File: config.mk
export PLATFORM = sky130hd
export DESIGN_NAME = dmem_arbiter_flat
export DESIGN_NICKNAME = d
export VERILOG_FILES = /design/src/rtl/dmem_arbiter_if.sv /design/src/rtl/dmem_arbiter.sv /design/src/flat_wrapper.sv
export SDC_FILE = /design/constraint.sdc
export NUM_CORES = 1
export LEC_CHECK = 0
export CORE_AREA = 4 4 114 116
export DETAILED_ROUTE_END_ITERATION = 6
export DIE_AREA = 0 0 118 120
export PLACE_DENSITY_LB_ADDON = 0.3
export SETUP_SLACK_MARGIN = 0.05
export SYNTH_ARGS = -nofsm -noshare
export SYNTH_HDL_FRONTEND = slang
export SYNTH_SLANG_ARGS = --single-unit
File: constraint.sdc
create_clock -name clk -period 1.9 [get_ports clk]
set_input_delay 0.38 -clock clk [delete_from_list [all_inputs] [get_ports clk]]
set_output_delay 0.38 -clock clk [all_outputs]
set_load 0.05 [all_outputs]
File: src/rtl/dmem_arbiter_if.sv
// Requester-side bus for the data-memory arbiter: request/write fields
// driven by the requester, grant and registered response driven back.
interface dmem_arbiter_if #(
  parameter int DW = 32
);
  logic          req;
  logic          we;
  logic [31:0]   addr;
  logic [DW-1:0] wdata;
  logic          gnt;
  logic          rvalid;
  logic [DW-1:0] rdata;
  logic          err;

  modport master (
    output req, we, addr, wdata,
    input  gnt, rvalid, rdata, err
  );

  modport slave (
    input  req, we, addr, wdata,
    output gnt, rvalid, rdata, err
  );
endinterface

File: src/rtl/dmem_arbiter.sv
// Round-robin two-port arbiter in front of the single-port data memory, with a
// bounded lock for the CSR/trap unit, registered read responses and range check.
module dmem_arbiter #(
  parameter int AW       = 8,
  parameter int DW       = 32,
  parameter int LOCK_MAX = 4
) (
  input  logic           clk,
  input  logic           rst,
  dmem_arbiter_if.slave  m0,
  dmem_arbiter_if.slave  m1,
  input  logic           m1_lock,
  output logic [31:0]    mem_addr,
  output logic           mem_we,
  output logic [DW-1:0]  mem_wdata,
  input  logic [DW-1:0]  mem_rdata
);

  localparam int   CW      = $clog2(LOCK_MAX + 1);
  localparam logic LOCK_EN = (LOCK_MAX > 1);

  typedef enum logic [0:0] {
    IDLE   = 1'b0,
    LOCKED = 1'b1
  } state_e;

  state_e          state_r;
  state_e          state_s;
  logic            last_r;
  logic            last_s;
  logic [CW-1:0]   lock_cnt_r;
  logic [CW-1:0]   lock_cnt_s;
  logic [CW-1:0]   lock_cnt_inc_s;
  logic            gnt0_s;
  logic            gnt1_s;
  logic            ok0_s;
  logic            ok1_s;

  logic            rvalid0_r;
  logic            rvalid1_r;
  logic            err0_r;
  logic            err1_r;
  logic [DW-1:0]   rdata0_r;
  logic [DW-1:0]   rdata1_r;

  // Address lies inside the 2**AW-word memory
  function automatic logic addr_in_range(input logic [31:0] a);
    addr_in_range = ((a >> AW) == 32'd0);
  endfunction

  assign ok0_s          = addr_in_range(m0.addr);
  assign ok1_s          = addr_in_range(m1.addr);
  assign lock_cnt_inc_s = lock_cnt_r + CW'(1);

  // Grant decision, round-robin pointer and lock sequencing
  always_comb begin
    state_s    = state_r;
    last_s     = last_r;
    lock_cnt_s = lock_cnt_r;
    gnt0_s     = 1'b0;
    gnt1_s     = 1'b0;
    if (rst) begin
      state_s    = IDLE;
      last_s     = 1'b1;
      lock_cnt_s = '0;
    end else begin
      case (state_r)
        IDLE: begin
          if (m0.req && m1.req) begin
            gnt0_s = last_r;
            gnt1_s = !last_r;
          end else begin
            gnt0_s = m0.req;
            gnt1_s = m1.req;
          end
          if (gnt0_s) begin
            last_s = 1'b0;
          end else if (gnt1_s) begin
            last_s = 1'b1;
          end else begin
            last_s = last_r;
          end
          if (gnt1_s && m1_lock && LOCK_EN) begin
            state_s    = LOCKED;
            lock_cnt_s = CW'(1);
          end else begin
            state_s    = IDLE;
            lock_cnt_s = '0;
          end
        end
        LOCKED: begin
          gnt1_s     = m1.req;
          lock_cnt_s = lock_cnt_inc_s;
          if (gnt1_s) begin
            last_s = 1'b1;
          end else begin
            last_s = last_r;
          end
          // Forced release hands priority to the pipeline on the next conflict
          if (!m1_lock) begin
            state_s    = IDLE;
            lock_cnt_s = '0;
          end else if (lock_cnt_inc_s >= CW'(LOCK_MAX)) begin
            state_s    = IDLE;
            last_s     = 1'b1;
            lock_cnt_s = '0;
          end else begin
            state_s = LOCKED;
          end
        end
        default: begin
          state_s    = IDLE;
          last_s     = 1'b1;
          lock_cnt_s = '0;
        end
      endcase
    end
  end

  // Arbiter state registers
  always_ff @(posedge clk) begin
    if (rst) begin
      state_r    <= IDLE;
      last_r     <= 1'b1;
      lock_cnt_r <= '0;
    end else begin
      state_r    <= state_s;
      last_r     <= last_s;
      lock_cnt_r <= lock_cnt_s;
    end
  end

  // Memory-side mux from the granted requester
  always_comb begin
    mem_addr  = 32'd0;
    mem_we    = 1'b0;
    mem_wdata = '0;
    if (gnt0_s) begin
      mem_addr  = m0.addr;
      mem_we    = m0.we && ok0_s;
      mem_wdata = m0.wdata;
    end else if (gnt1_s) begin
      mem_addr  = m1.addr;
      mem_we    = m1.we && ok1_s;
      mem_wdata = m1.wdata;
    end else begin
      mem_addr  = 32'd0;
      mem_we    = 1'b0;
      mem_wdata = '0;
    end
  end

  // Registered completion: read data or write-ack, with range error
  always_ff @(posedge clk) begin
    if (rst) begin
      rvalid0_r <= 1'b0;
      rvalid1_r <= 1'b0;
      err0_r    <= 1'b0;
      err1_r    <= 1'b0;
      rdata0_r  <= '0;
      rdata1_r  <= '0;
    end else begin
      rvalid0_r <= gnt0_s;
      rvalid1_r <= gnt1_s;
      err0_r    <= gnt0_s && !ok0_s;
      err1_r    <= gnt1_s && !ok1_s;
      rdata0_r  <= (gnt0_s && !m0.we && ok0_s) ? mem_rdata : '0;
      rdata1_r  <= (gnt1_s && !m1.we && ok1_s) ? mem_rdata : '0;
    end
  end

  assign m0.gnt    = gnt0_s;
  assign m1.gnt    = gnt1_s;
  assign m0.rvalid = rvalid0_r;
  assign m1.rvalid = rvalid1_r;
  assign m0.err    = err0_r;
  assign m1.err    = err1_r;
  assign m0.rdata  = rdata0_r;
  assign m1.rdata  = rdata1_r;

  dmem_arbiter_chk u_chk (
    .clk    (clk),
    .rst    (rst),
    .gnt0   (gnt0_s),
    .gnt1   (gnt1_s),
    .locked (state_r == LOCKED),
    .mem_we (mem_we)
  );

endmodule

// Structural invariants of the arbiter.
module dmem_arbiter_chk (
  input logic clk,
  input logic rst,
  input logic gnt0,
  input logic gnt1,
  input logic locked,
  input logic mem_we
);

  a_one_hot_gnt: assert property (@(posedge clk) disable iff (rst) !(gnt0 && gnt1));
  a_locked_m0:   assert property (@(posedge clk) disable iff (rst) locked |-> !gnt0);
  a_we_granted:  assert property (@(posedge clk) disable iff (rst) mem_we |-> (gnt0 || gnt1));
  a_rst_no_gnt:  assert property (@(posedge clk) rst |-> !(gnt0 || gnt1));

endmodule

File: src/flat_wrapper.sv
// flat-port wrapper written by rule: the top's interface ports become plain ports
module dmem_arbiter_flat 
#(
  parameter int AW       = 8,
  parameter int DW       = 32,
  parameter int LOCK_MAX = 4
)
  (clk, rst, m1_lock, mem_addr, mem_we, mem_wdata, mem_rdata, m0_req, m0_we, m0_addr, m0_wdata, m0_gnt, m0_rvalid, m0_rdata, m0_err, m1_req, m1_we, m1_addr, m1_wdata, m1_gnt, m1_rvalid, m1_rdata, m1_err);
  dmem_arbiter_if #(.DW(DW)) m0_i ();
  dmem_arbiter_if #(.DW(DW)) m1_i ();
  input  logic clk;
  input  logic rst;
  input  logic m1_lock;
  output logic [31:0] mem_addr;
  output logic mem_we;
  output logic [DW-1:0] mem_wdata;
  input  logic [DW-1:0] mem_rdata;
  input wire logic [$bits(m0_i.req)-1:0] m0_req;
  input wire logic [$bits(m0_i.we)-1:0] m0_we;
  input wire logic [$bits(m0_i.addr)-1:0] m0_addr;
  input wire logic [$bits(m0_i.wdata)-1:0] m0_wdata;
  output wire logic [$bits(m0_i.gnt)-1:0] m0_gnt;
  output wire logic [$bits(m0_i.rvalid)-1:0] m0_rvalid;
  output wire logic [$bits(m0_i.rdata)-1:0] m0_rdata;
  output wire logic [$bits(m0_i.err)-1:0] m0_err;
  input wire logic [$bits(m1_i.req)-1:0] m1_req;
  input wire logic [$bits(m1_i.we)-1:0] m1_we;
  input wire logic [$bits(m1_i.addr)-1:0] m1_addr;
  input wire logic [$bits(m1_i.wdata)-1:0] m1_wdata;
  output wire logic [$bits(m1_i.gnt)-1:0] m1_gnt;
  output wire logic [$bits(m1_i.rvalid)-1:0] m1_rvalid;
  output wire logic [$bits(m1_i.rdata)-1:0] m1_rdata;
  output wire logic [$bits(m1_i.err)-1:0] m1_err;
  assign m0_i.req = m0_req;
  assign m0_i.we = m0_we;
  assign m0_i.addr = m0_addr;
  assign m0_i.wdata = m0_wdata;
  assign m0_gnt = m0_i.gnt;
  assign m0_rvalid = m0_i.rvalid;
  assign m0_rdata = m0_i.rdata;
  assign m0_err = m0_i.err;
  assign m1_i.req = m1_req;
  assign m1_i.we = m1_we;
  assign m1_i.addr = m1_addr;
  assign m1_i.wdata = m1_wdata;
  assign m1_gnt = m1_i.gnt;
  assign m1_rvalid = m1_i.rvalid;
  assign m1_rdata = m1_i.rdata;
  assign m1_err = m1_i.err;
  dmem_arbiter #(.AW(AW), .DW(DW), .LOCK_MAX(LOCK_MAX)) u_core (.clk(clk), .rst(rst), .m0(m0_i), .m1(m1_i), .m1_lock(m1_lock), .mem_addr(mem_addr), .mem_we(mem_we), .mem_wdata(mem_wdata), .mem_rdata(mem_rdata));
endmodule
[Yosys cells after proc, flatten, opt, wreduce, memory -nomap -nowiden]
Index checks and enable logic that the tools add are counted.
Word-level totals
  register bits after elaboration: 73
  bits of input ports: 167
  output and inout bits: 135
  logic and storage cells: 64
Cells by class
  $add $sub $neg: 1
  magnitude comparators: 1
  equality and inequality tests: 1
  mux-type cells: 30
  bitwise gates (word level): 3
  reduce and logical (&&, ||, !) cells: 19
Operators with widths (count)
  $mux 32: 4
  $logic_not 32->1: 2
  $mux 1: 20
  $logic_and 1x1->1: 10
  $mux 3: 2
  $pmux 1 s2: 3
  $pmux 3 s2: 1
  $logic_not 1->1: 5
  $reduce_or 2->1: 2
  $add 3x1->3 const B: 1
  $ge 3x3->1 const B: 1
  $ne 3x1->1 const B: 1
  $not 1->1: 3

[Depth between registers and ports, before layout]
  depth in word-level cells: 10
  depth in mapped cells: 6
  gate-level depth less buffers: 4

[Worst setup path after synthesis]
OpenSTA, ideal clock, no wires.
  kind: input to output
  from: input m0_addr[19]
  to: output mem_we
  arrival: 2204 ps
  data required time: 1520 ps
  path slack: -684 ps
  stages: 3
  path buffers: 0
  cell sequence: nor4_2 nand4_2 o32ai_1
On the way
  word-level cells in the longest chain between the ends: 3
RTL lines
  start: declaration: line flat_wrapper.sv:20  | input wire logic [$bits(m0_i.addr)-1:0] m0_addr;
  $logic_not 32->1: line dmem_arbiter.sv:48  | addr_in_range = ((a >> AW) == 32'd0);
  $logic_and 1x1->1: line dmem_arbiter.sv:140  | mem_we = m0.we && ok0_s;
  $mux 1: line dmem_arbiter.sv:138  | if (gnt0_s) begin
  end: declaration: line flat_wrapper.sv:15  | output logic mem_we;
Every way passes these cells.

[Final worst setup path]
  from: register u_core.state_r
  to: output mem_addr[12]
On the way
  word-level cells in the longest chain between the ends: 5
  elaborated cells on any way between the ends: 7
  those cells by class: 6 x mux; 1 x bitwise
RTL lines
  start: declaration: line dmem_arbiter.sv:27  | state_e state_r;
  start signal: assignment: line dmem_arbiter.sv:127  | state_r <= state_s;
  $not 1->1: line dmem_arbiter.sv:67  | case (state_r)
  $pmux 1 s2: line dmem_arbiter.sv:67
  $mux 1: line dmem_arbiter.sv:62  | if (rst) begin
  $mux 32: line dmem_arbiter.sv:142  | end else if (gnt1_s) begin
  $mux 32 (*): line dmem_arbiter.sv:138
  end: declaration: line flat_wrapper.sv:14  | output logic [31:0] mem_addr;
Every way passes the cells marked *; elsewhere a longest branch is shown, timed or not.

==> key figures <==
Routing
  – WL per Instance: 22.73 microns
  – DRT Wirelength: 18.93 mm
  – Detail Route Antenna Nets: 0
  – Via Count: 4262
  – Vias per Instance: 5.116
  – # DRC: 0
  – Drt first-iter violations: 170
  – DRT Pass-1 Iters: 5

Die
  – Initial Utilization: 0.3080
  – Core ar.: 0.01191 sq mm
  – Die area: 0.01416 sq mm
  – Die W: 118 microns
  – # rows: 40
  – Die Height: 120 microns
  – Ports: 302

STA
  – Final setup violating endpoints: 65
  – Final slew viol count: 0
  – Clk_skew: 0.005490 ns
  – RSZ-0062 raised after global routing: true
  – Fmax: 479.6 MHz
  – Worst-Margin Slew: 0.5484 ns
  – Hold Slack: 0.5612 ns
  – Final Critical Period: 2.085 ns
  – Relative slew slack: 0.6344
  – Fin crit share: 1.097
  – Hold Fails Final Rpt: 0
  – Fin worst setup slack: -0.1849 ns
  – Setup TNS Final: -10.22 ns

GRT
  – Largest net degree at the start of global routing: 34
  – Vias in the first global route: 4554
  – Global-route wire length before repair: 26.67 mm
  – GRT Util Overall: 0.2436
  – GRT overflow: 0
  – Initial antenna violation count: 1

Worst setup path
  – Worst r2r dst: u_core.m1.rdata[19]
  – Register-to-Register Path Depth: 5
  – Reg2reg setup slack: 0.34 ns
  – Critical Setup Path Class: reg2out
  – CP Capture Type: output port
  – Reg-to-Reg Start: u_core.state_r
  – Crit start category: register
  – Req. time, crit path: 1.52 ns
  – Critical path data arrival time: 1.70 ns
  – Worst-path maximum fanout: 12

Clock tree
  – Clk sinks: 73
  – Clock root buffer: clkbuf_16
  – Longest Clk Path Bufs: 2
  – CTS buffer count: 9
  – Clock transition at the registers of the reported paths: 0.05 ns
  – CTS tree: yes
  – Worst-skew pair later-pin latency: 0.33 ns
  – CTS HTree Levels: 3

Worst hold path
  – Hold Crit Class: in2reg
  – Hold endpoint: u_core.state_r
  – Critical hold path startpoint: rst
  – Hold path depth: 3

Layout
  – Commonest non-fill, non-tap cells in the layout: clkdlybuf4s50_1 (146), buf_12 (72), dfxtp_1 (71)
  – Area grow syn2layout: 145.1%
  – Nets: 848
  – Post-Layout Cell Count: 833
  – Most common cell after layout, fill and taps aside: clkdlybuf4s50_1
  – # fillers: 756
  – Layout cell share with drive strength beyond 1: 0.4350

Pwr
  – Peak supply drop: 0.0006963 V
  – Cell Pwr Density: 584.3 mW/mm^2
  – Leakage power: 4.041 nW

Yosys
  – Synth Flop Type: dfxtp_1
  – Yosys cell types: 33
  – Mapped cell area: 0.003669 sq mm
  – Async SR Flop Fraction: 0
  – Sequential-to-total area share from yosys stat: 0.3984
  – Synth Net Count: 514
  – Register bit total from synthesis: 73
  – Mean Syn Cell Area: 10.60 sq um
  – EDFF count, synth: 0
  – Post-Syn Instances: 346
  – YS warnings: 0

Flow run
  – MaxCap Viol Count: 0

Placed design
  – Gp weighted congestion: 0.9491
  – Port Buffers: 301
  – Hpwl dp: 12.87 mm
  – Place WS: -0.5327 ns
  – Post-Place Cells: 796

Outcome
  – Failing checks: setup timing
  – Status: finished, violations left
==> what timing repair did <==
action / CTS / global route
hold buffers: 0 / 0
gates cloned: 7 / 6
setup buffers: 7 / 2
gates resized for setup: 122 / 53
endpoints found under the setup margin: 141 / 91
pin swaps: 39 / 13
hold endpoints to repair: 0 / 0
==> cells by family after synthesis <==
kind of cell | after synthesis | share of synthesized area
fa+ha+maj | 1 | 0.003410
buf+inv | 69 | 0.09072
simple gates | 130 | 0.3387
flops | 73 | 0.3984
xor+xnor | 1 | 0.002388
compound gates | 71 | 0.1654
other cells | 1 | 0.001022
==> sequential cells by signal (all words and copies together) (netlist names) <==
register and flops:
u_core.state_r 1, u_core.m0.err 1, u_core.m0.rvalid 1, u_core.m1.rvalid 1, u_core.m0.rdata 32, u_core.m1.rdata 32, u_core.lock_cnt_r 3, u_core.m1.err 1
u_core.last_r 1
==> per-stage QoR <==
stage	instance area (sq um)	power (W)	util
after floorplan	3760	0.002231	-
after global placement	7729	0.003181	0.6488
after detailed placement	7729	0.003196	0.6488
after CTS	8625	0.005193	0.7241
after global routing	8992	0.005417	0.7549
final	8992	0.005254	0.7549
==> power breakdown <==
part           leakage (nW)  switching, W  total, W  internal [W]
logic                  3.29      0.000875   0.00188       0.00100
clock network         0.162      0.000617   0.00183       0.00122
registers             0.590    0.00000524   0.00155       0.00154
total                  4.04       0.00150   0.00525       0.00376
==> cell type report <==
class | instances | area, sq um | area share
clock buffer | 11 | 252.7 | 0.02811
sequential | 73 | 1466 | 0.1631
timing repair buffer | 358 | 4397 | 0.4889
inverter | 34 | 135.1 | 0.01503
antenna | 1 | 2.502 | 0.0002783
multi-input combinational | 204 | 2477 | 0.2755
tap | 147 | 183.9 | 0.02045
clock inverter | 5 | 77.57 | 0.008627
==> synthesized netlist by cell type, types with 3 or more instances <==
| master | count | area, sq um |
|---|---|---|
| dfxtp_1 | 73 | 1461 |
| nor4_2 | 67 | 838.3 |
| a22o_1 | 64 | 560.5 |
| inv_1 | 33 | 123.9 |
| nand2b_1 | 33 | 206.5 |
| buf_2 | 20 | 100.1 |
| nor4_1 | 9 | 56.30 |
| buf_6 | 6 | 67.56 |
| clkbuf_1 | 5 | 18.77 |
| nand2_1 | 5 | 18.77 |
| buf_1 | 3 | 11.26 |
==> layer usage <==
layer	up-vias	track usage	share of wire
li1	1972	-	-
met1	2057	0.2686	0.38
met2	202	0.4333	0.52
met3	31	0.09472	0.081
met4	0	0.07326	0.021
met5	-	0	0
==> worst max-delay path, stage by stage, from the launching register on <==
cell	delay, ns
dfxtp_4	0.36
nand3b_1	0.19
nand2_2	0.16
inv_8	0.09
clkbuf_16	0.19
a22o_4	0.23
buf_12	0.15
==> how the worst max path moves through the flow <==
stage                          endpoint      startpoint  slack, ns
after CTS                 mem_wdata[31]  u_core.state_r      -0.19
after global placement           mem_we     m0_addr[28]      -0.49
after floorplan                  mem_we      m0_addr[9]     -0.001
after detailed placement         mem_we     m0_addr[28]      -0.53
after global routing        mem_addr[6]  u_core.state_r      -0.25
final                      mem_addr[12]  u_core.state_r      -0.18
No activity file was read; power rests on OpenSTA's default activity.
